--- config.mk ---
export PLATFORM = sky130hd
export DESIGN_NAME = fixed_to_float
export DESIGN_NICKNAME = d
export VERILOG_FILES = /design/src/rtl/fixed_to_float.sv
export SDC_FILE = /design/constraint.sdc
export NUM_CORES = 1
export LEC_CHECK = 0
export BUFFER_PORTS_ARGS = -buffer_cell sky130_fd_sc_hd__buf_2
export CAP_MARGIN = 20
export CORE_MARGIN = 2
export CORE_UTILIZATION = 55
export CTS_CLUSTER_DIAMETER = 100
export DETAILED_ROUTE_END_ITERATION = 16
export GPL_ROUTABILITY_DRIVEN = 0
export GPL_TIMING_DRIVEN = 0
export PLACE_DENSITY_LB_ADDON = 0.15
export SYNTH_ARGS = -nofsm -noshare
export SYNTH_HDL_FRONTEND = slang
export SYNTH_SLANG_ARGS = --single-unit
export TNS_END_PERCENT = 5
--- constraint.sdc ---
create_clock -name clk -period 3.8 [get_ports clk]
set_input_delay 0.57 -clock clk [delete_from_list [all_inputs] [get_ports clk]]
set_output_delay 0.57 -clock clk [all_outputs]
set_load 0.005 [all_outputs]
--- src/rtl/fixed_to_float.sv ---
// Converts a signed Q16.16 fixed-point operand to IEEE-754 single precision,
// one operand at a time, over a stb/ack handshake on each side.
module fixed_to_float (
  input  logic        clk,
  input  logic        rst,
  input  logic [31:0] input_a,
  input  logic        input_a_stb,
  output logic        input_a_ack,
  input  logic        output_z_ack,
  output logic [31:0] output_z,
  output logic        output_z_stb
);

  typedef enum logic [2:0] {
    GET_A     = 3'd0,
    UNPACK    = 3'd1,
    NORMALISE = 3'd2,
    ROUND     = 3'd3,
    PACK      = 3'd4,
    PUT_Z     = 3'd5
  } state_t;

  state_t state_reg, state_next;

  logic        ack_reg, ack_next;
  logic        stb_reg, stb_next;
  logic [31:0] a_reg;
  logic        s_reg;
  logic [31:0] m_reg;
  logic signed [5:0] e_reg;
  logic [23:0] mant_reg;
  logic        zero_reg;
  logic [31:0] z_reg;

  logic        a_fire;
  logic        z_fire;
  logic        round_up;
  logic [24:0] mant_sum;
  logic [7:0]  biased_exp;

  assign a_fire = (state_reg == GET_A) && ack_reg && input_a_stb;
  assign z_fire = (state_reg == PUT_Z) && stb_reg && output_z_ack;

  // Round to nearest, ties to even, on the bits below the 24-bit mantissa.
  assign round_up   = m_reg[7] && ((|m_reg[6:0]) || m_reg[8]);
  assign mant_sum   = {1'b0, m_reg[31:8]} + {24'd0, round_up};
  assign biased_exp = {{2{e_reg[5]}}, e_reg} + 8'd127;

  // State register
  always_ff @(posedge clk) begin
    if (rst) begin
      state_reg <= GET_A;
      ack_reg   <= 1'b0;
      stb_reg   <= 1'b0;
    end else begin
      state_reg <= state_next;
      ack_reg   <= ack_next;
      stb_reg   <= stb_next;
    end
  end

  // Next-state logic
  always_comb begin
    state_next = state_reg;
    case (state_reg)
      GET_A:     if (a_fire) state_next = UNPACK;
      // Zero skips normalise/round; PACK emits the zero word.
      UNPACK:    state_next = (a_reg == 32'd0) ? PACK : NORMALISE;
      NORMALISE: if (m_reg[31]) state_next = ROUND;
      ROUND:     state_next = PACK;
      PACK:      state_next = PUT_Z;
      PUT_Z:     if (z_fire) state_next = GET_A;
      default:   state_next = GET_A;
    endcase
  end

  // Handshake outputs are registered so they follow the state exactly.
  always_comb begin
    ack_next = (state_next == GET_A);
    stb_next = (state_next == PUT_Z);
  end

  // Datapath
  always_ff @(posedge clk) begin
    if (rst) begin
      a_reg    <= 32'd0;
      s_reg    <= 1'b0;
      m_reg    <= 32'd0;
      e_reg    <= 6'sd0;
      mant_reg <= 24'd0;
      zero_reg <= 1'b0;
      z_reg    <= 32'd0;
    end else begin
      case (state_reg)
        GET_A: begin
          if (a_fire) a_reg <= input_a;
        end
        UNPACK: begin
          s_reg    <= a_reg[31];
          // Negating 0x80000000 wraps back to 0x80000000, the correct magnitude.
          m_reg    <= a_reg[31] ? (~a_reg + 32'd1) : a_reg;
          e_reg    <= 6'sd15;
          zero_reg <= (a_reg == 32'd0);
        end
        NORMALISE: begin
          if (!m_reg[31]) begin
            m_reg <= m_reg << 1;
            e_reg <= e_reg - 6'sd1;
          end
        end
        ROUND: begin
          if (mant_sum[24]) begin
            mant_reg <= 24'h800000;
            e_reg    <= e_reg + 6'sd1;
          end else begin
            mant_reg <= mant_sum[23:0];
          end
        end
        PACK: begin
          z_reg <= zero_reg ? 32'd0 : {s_reg, biased_exp, mant_reg[22:0]};
        end
        default: ;
      endcase
    end
  end

  assign input_a_ack  = ack_reg;
  assign output_z_stb = stb_reg;
  assign output_z     = z_reg;

endmodule

==> metrics.cfg <==
[synthesis]
post-synth-top-count-cell=dfxtp_1
synth_enable_flop_cells=0
syn_area_per_cell_sq_um=7.90
synth_area_leaders=dfxtp_1 40%, a21oi_1 7.6%, nand2_1 6.7%
yosys_register_bits=132
yosys_warnings=0
syn_area_sq_um=6630
synth_ff_type=dfxtp_1
synthArstFlopShare=0
ys_seq_area_frac=0.398
synthCells=840
yosysTopAreaCellShare=0.398
synth_fp_nets=884
synthTopCellsByCount=132 x dfxtp_1, 118 x nand2_1, 101 x a21oi_1
synth_cell_types=61
yosysTopAreaCell=dfxtp_1

[sta]
hold_violations=0
fin_worst_skew_ps=6.32
timing.fmax_mhz=329
slew_violations=0
fin_hold_ws_ps=382
setup_ws_ps=758
final.setup.tns_ps=0
layout_min_cycle_time_ps=3040
maxSlewHeadroom=0.464
fin_crit_sh=0.801
tightest_slew_ps=798
rsz0062_at_grt=no
finalSetupViolations=0

[drt]
first_pass_iters=5
route.detailed.drc=0
wl_per_cell_um=16.6
drt_iter0_drc=590
vias_per_cell=5.98
totalWireLength_mm=18.1
ant_nets=0
vias=6505

[die]
initial_core_util=0.557
dieHeight_um=114
die_x_um=114
die_area_sq_um=13000
ioPinCount=70
core_area_sq_um=11900
rows=40

[clock_network]
clock-sinks=132
cts_setup_buffers=0
numCtsBuffers=17
insertion_delay_ps=420
cts_tree=yes
clockBufferDepth=2
hold_buffers=0
cts_resized=0
htreeDepth=4
root_buffer=clkbuf_16
clk_pin_slew_ps=60

[finish]
multi_input_area_sq_um=3690
final-seq-area_sq_um=2640
num-fill-cells=1055
drive_gt1_frac=0.124
area_growth_pct=17.1
final_area_sq_um=7770
finalNonFillerCells=1088
num_antenna_cells=0
nNetsFinal=972
final_util=0.652

[worst_hold_path]
hold_class=input pin to flip-flop

[critical_path]
r2r-start=state_reg[1]$_SDFF_PP0_
cp_data_required_time_ps=4120
rr_endpoint=e_reg[5]$_SDFFE_PP0P_
r2r_cells=10
crit_buf_inv=2
critical_path_arrival_ps=3360
path_cells=nor2b_1 -> and2_1 -> inv_1 -> clkbuf_1 -> ha_1 -> a211oi_1 -> nor2_1 -> mux2i_1 -> or4_1 -> o311ai_0
path_max_fanout=14
cpLargestDelayFamily=simple AND/OR/NAND/NOR gates
endpoint=e_reg[5]$_SDFFE_PP0P_
critPathSlowestCell=or4_1
crit_type=flip-flop to flip-flop
cp-startpoint=state_reg[1]$_SDFF_PP0_
cp-start-kind=flip-flop
cp-end-kind=flip-flop
critPathMaxStageDelay_ps=510
worstSetupPathDepth=10
r2r_slack_ps=760

[pwr]
switching_share=0.313
leakage_nw=2.85
pwr-share-clk=0.389
p_per_area_nw_per_um2=553
p_seq_frac=0.386
p_sw_mw=1.34
internal_power_mw=2.95
fin_total_pwr_mw=4.30
pwr-share-comb=0.225
ir_drop_mv=0.292

[placement]
port_buffers=69
pre_cts_ws_ps=804
dp_hpwl_mm=13.3
dp_cells=1056
post_dp_cell_area_sq_um=7160

[global_routing]
grt_pass1_vias=5968
grt_max_degree=17
antenna_found_initial=0
grt_overflow=0
grt_usage=0.285
grt_pass1_wl_mm=29.4

[flow_run]
drv_cap=0

[run_status]
status=complete, no violations

per-layer routing:
metal,GRT usage,part of all wire,routed length (um)
met5,0,0,0
met4,0.109,0.025,451
met3,0.0558,0.068,1230
met2,0.481,0.48,8630
met1,0.361,0.43,7740
worst min path at each step:
stage	start	endpoint	depth (start not counted)
4_1_cts	input_a[11]	a_reg[11]$_SDFFE_PP0P_	3
6_report	input_a[21]	a_reg[21]$_SDFFE_PP0P_	3
3_5_place_dp	mant_reg[19]$_SDFFE_PP0P_	mant_reg[19]$_SDFFE_PP0P_	2
5_1_grt	input_a[4]	a_reg[4]$_SDFFE_PP0P_	3
3_3_place_gp	mant_reg[15]$_SDFFE_PP0P_	mant_reg[15]$_SDFFE_PP0P_	2
2_1_floorplan	mant_reg[11]$_SDFFE_PP0P_	mant_reg[11]$_SDFFE_PP0P_	2
cell usage in the layout (no fill, tap or decap), drive strengths merged, types with 5 or more instances in the layout:
master | synthesis | routed
xnor2 | 19 | 19
o21ai | 46 | 46
o2111ai | 6 | 6
or4 | 9 | 9
dfxtp | 132 | 132
a21o | 5 | 5
clkbuf | 57 | 80
or3 | 15 | 15
nand3 | 23 | 23
o211ai | 7 | 7
nor3 | 22 | 22
nand4 | 18 | 18
nand4b | 6 | 6
ha | 7 | 7
a31oi | 6 | 6
nand2 | 118 | 118
o221ai | 5 | 5
nor4 | 13 | 13
nor2b | 5 | 5
xor2 | 23 | 23
inv | 13 | 13
o31ai | 6 | 6
clkinv | 2 | 7
nor3b | 26 | 26
a211oi | 15 | 15
a21oi | 102 | 102
nor2 | 75 | 75
buf | 5 | 74
mux2i | 7 | 7
area by class of cell:
type                    instances  share of cell area
multi-input cells             631               0.475
flip-flops and latches        132               0.340
clock buffers                  23              0.0615
repair buffers                 69              0.0445
plain buffers                  62              0.0311
well taps                     147              0.0237
clock inverters                 9              0.0163
inverters                      15             0.00725
kinds of logic (layout without fill, tap and decap cells):
kind of cell               count (synthesis)  after routing  synth area share
and+or+nand+nor                          351            351             0.269
AOI/OAI and AO/OA                        220            220             0.200
DFF                                      132            132             0.398
buffers and inverters                     77            178            0.0449
xor gates and xnor gates                  42             42            0.0555
muxes                                     10             10            0.0157
adders and majority gates                  8              8            0.0162
worst reg2reg max path: stages (launching register included):
cell	delay, ps
dfxtp_1	450
nor2b_1	310
and2_1	240
inv_1	60
clkbuf_1	340
ha_1	420
a211oi_1	260
nor2_1	100
mux2i_1	140
or4_1	510
o311ai_0	90
power by group through the flow:
| stage | clock [mW] | sequential, mW | combinational [mW] |
|---|---|---|---|
| 2_1_floorplan | 0 | 1.63 | 0.723 |
| 3_3_place_gp | 0 | 1.67 | 0.914 |
| 3_5_place_dp | 0 | 1.68 | 0.944 |
| 4_1_cts | 1.68 | 1.65 | 0.952 |
| 5_1_grt | 1.74 | 1.67 | 1.07 |
| 6_report | 1.67 | 1.66 | 0.969 |
No activity file was read; power rests on OpenSTA's default activity.
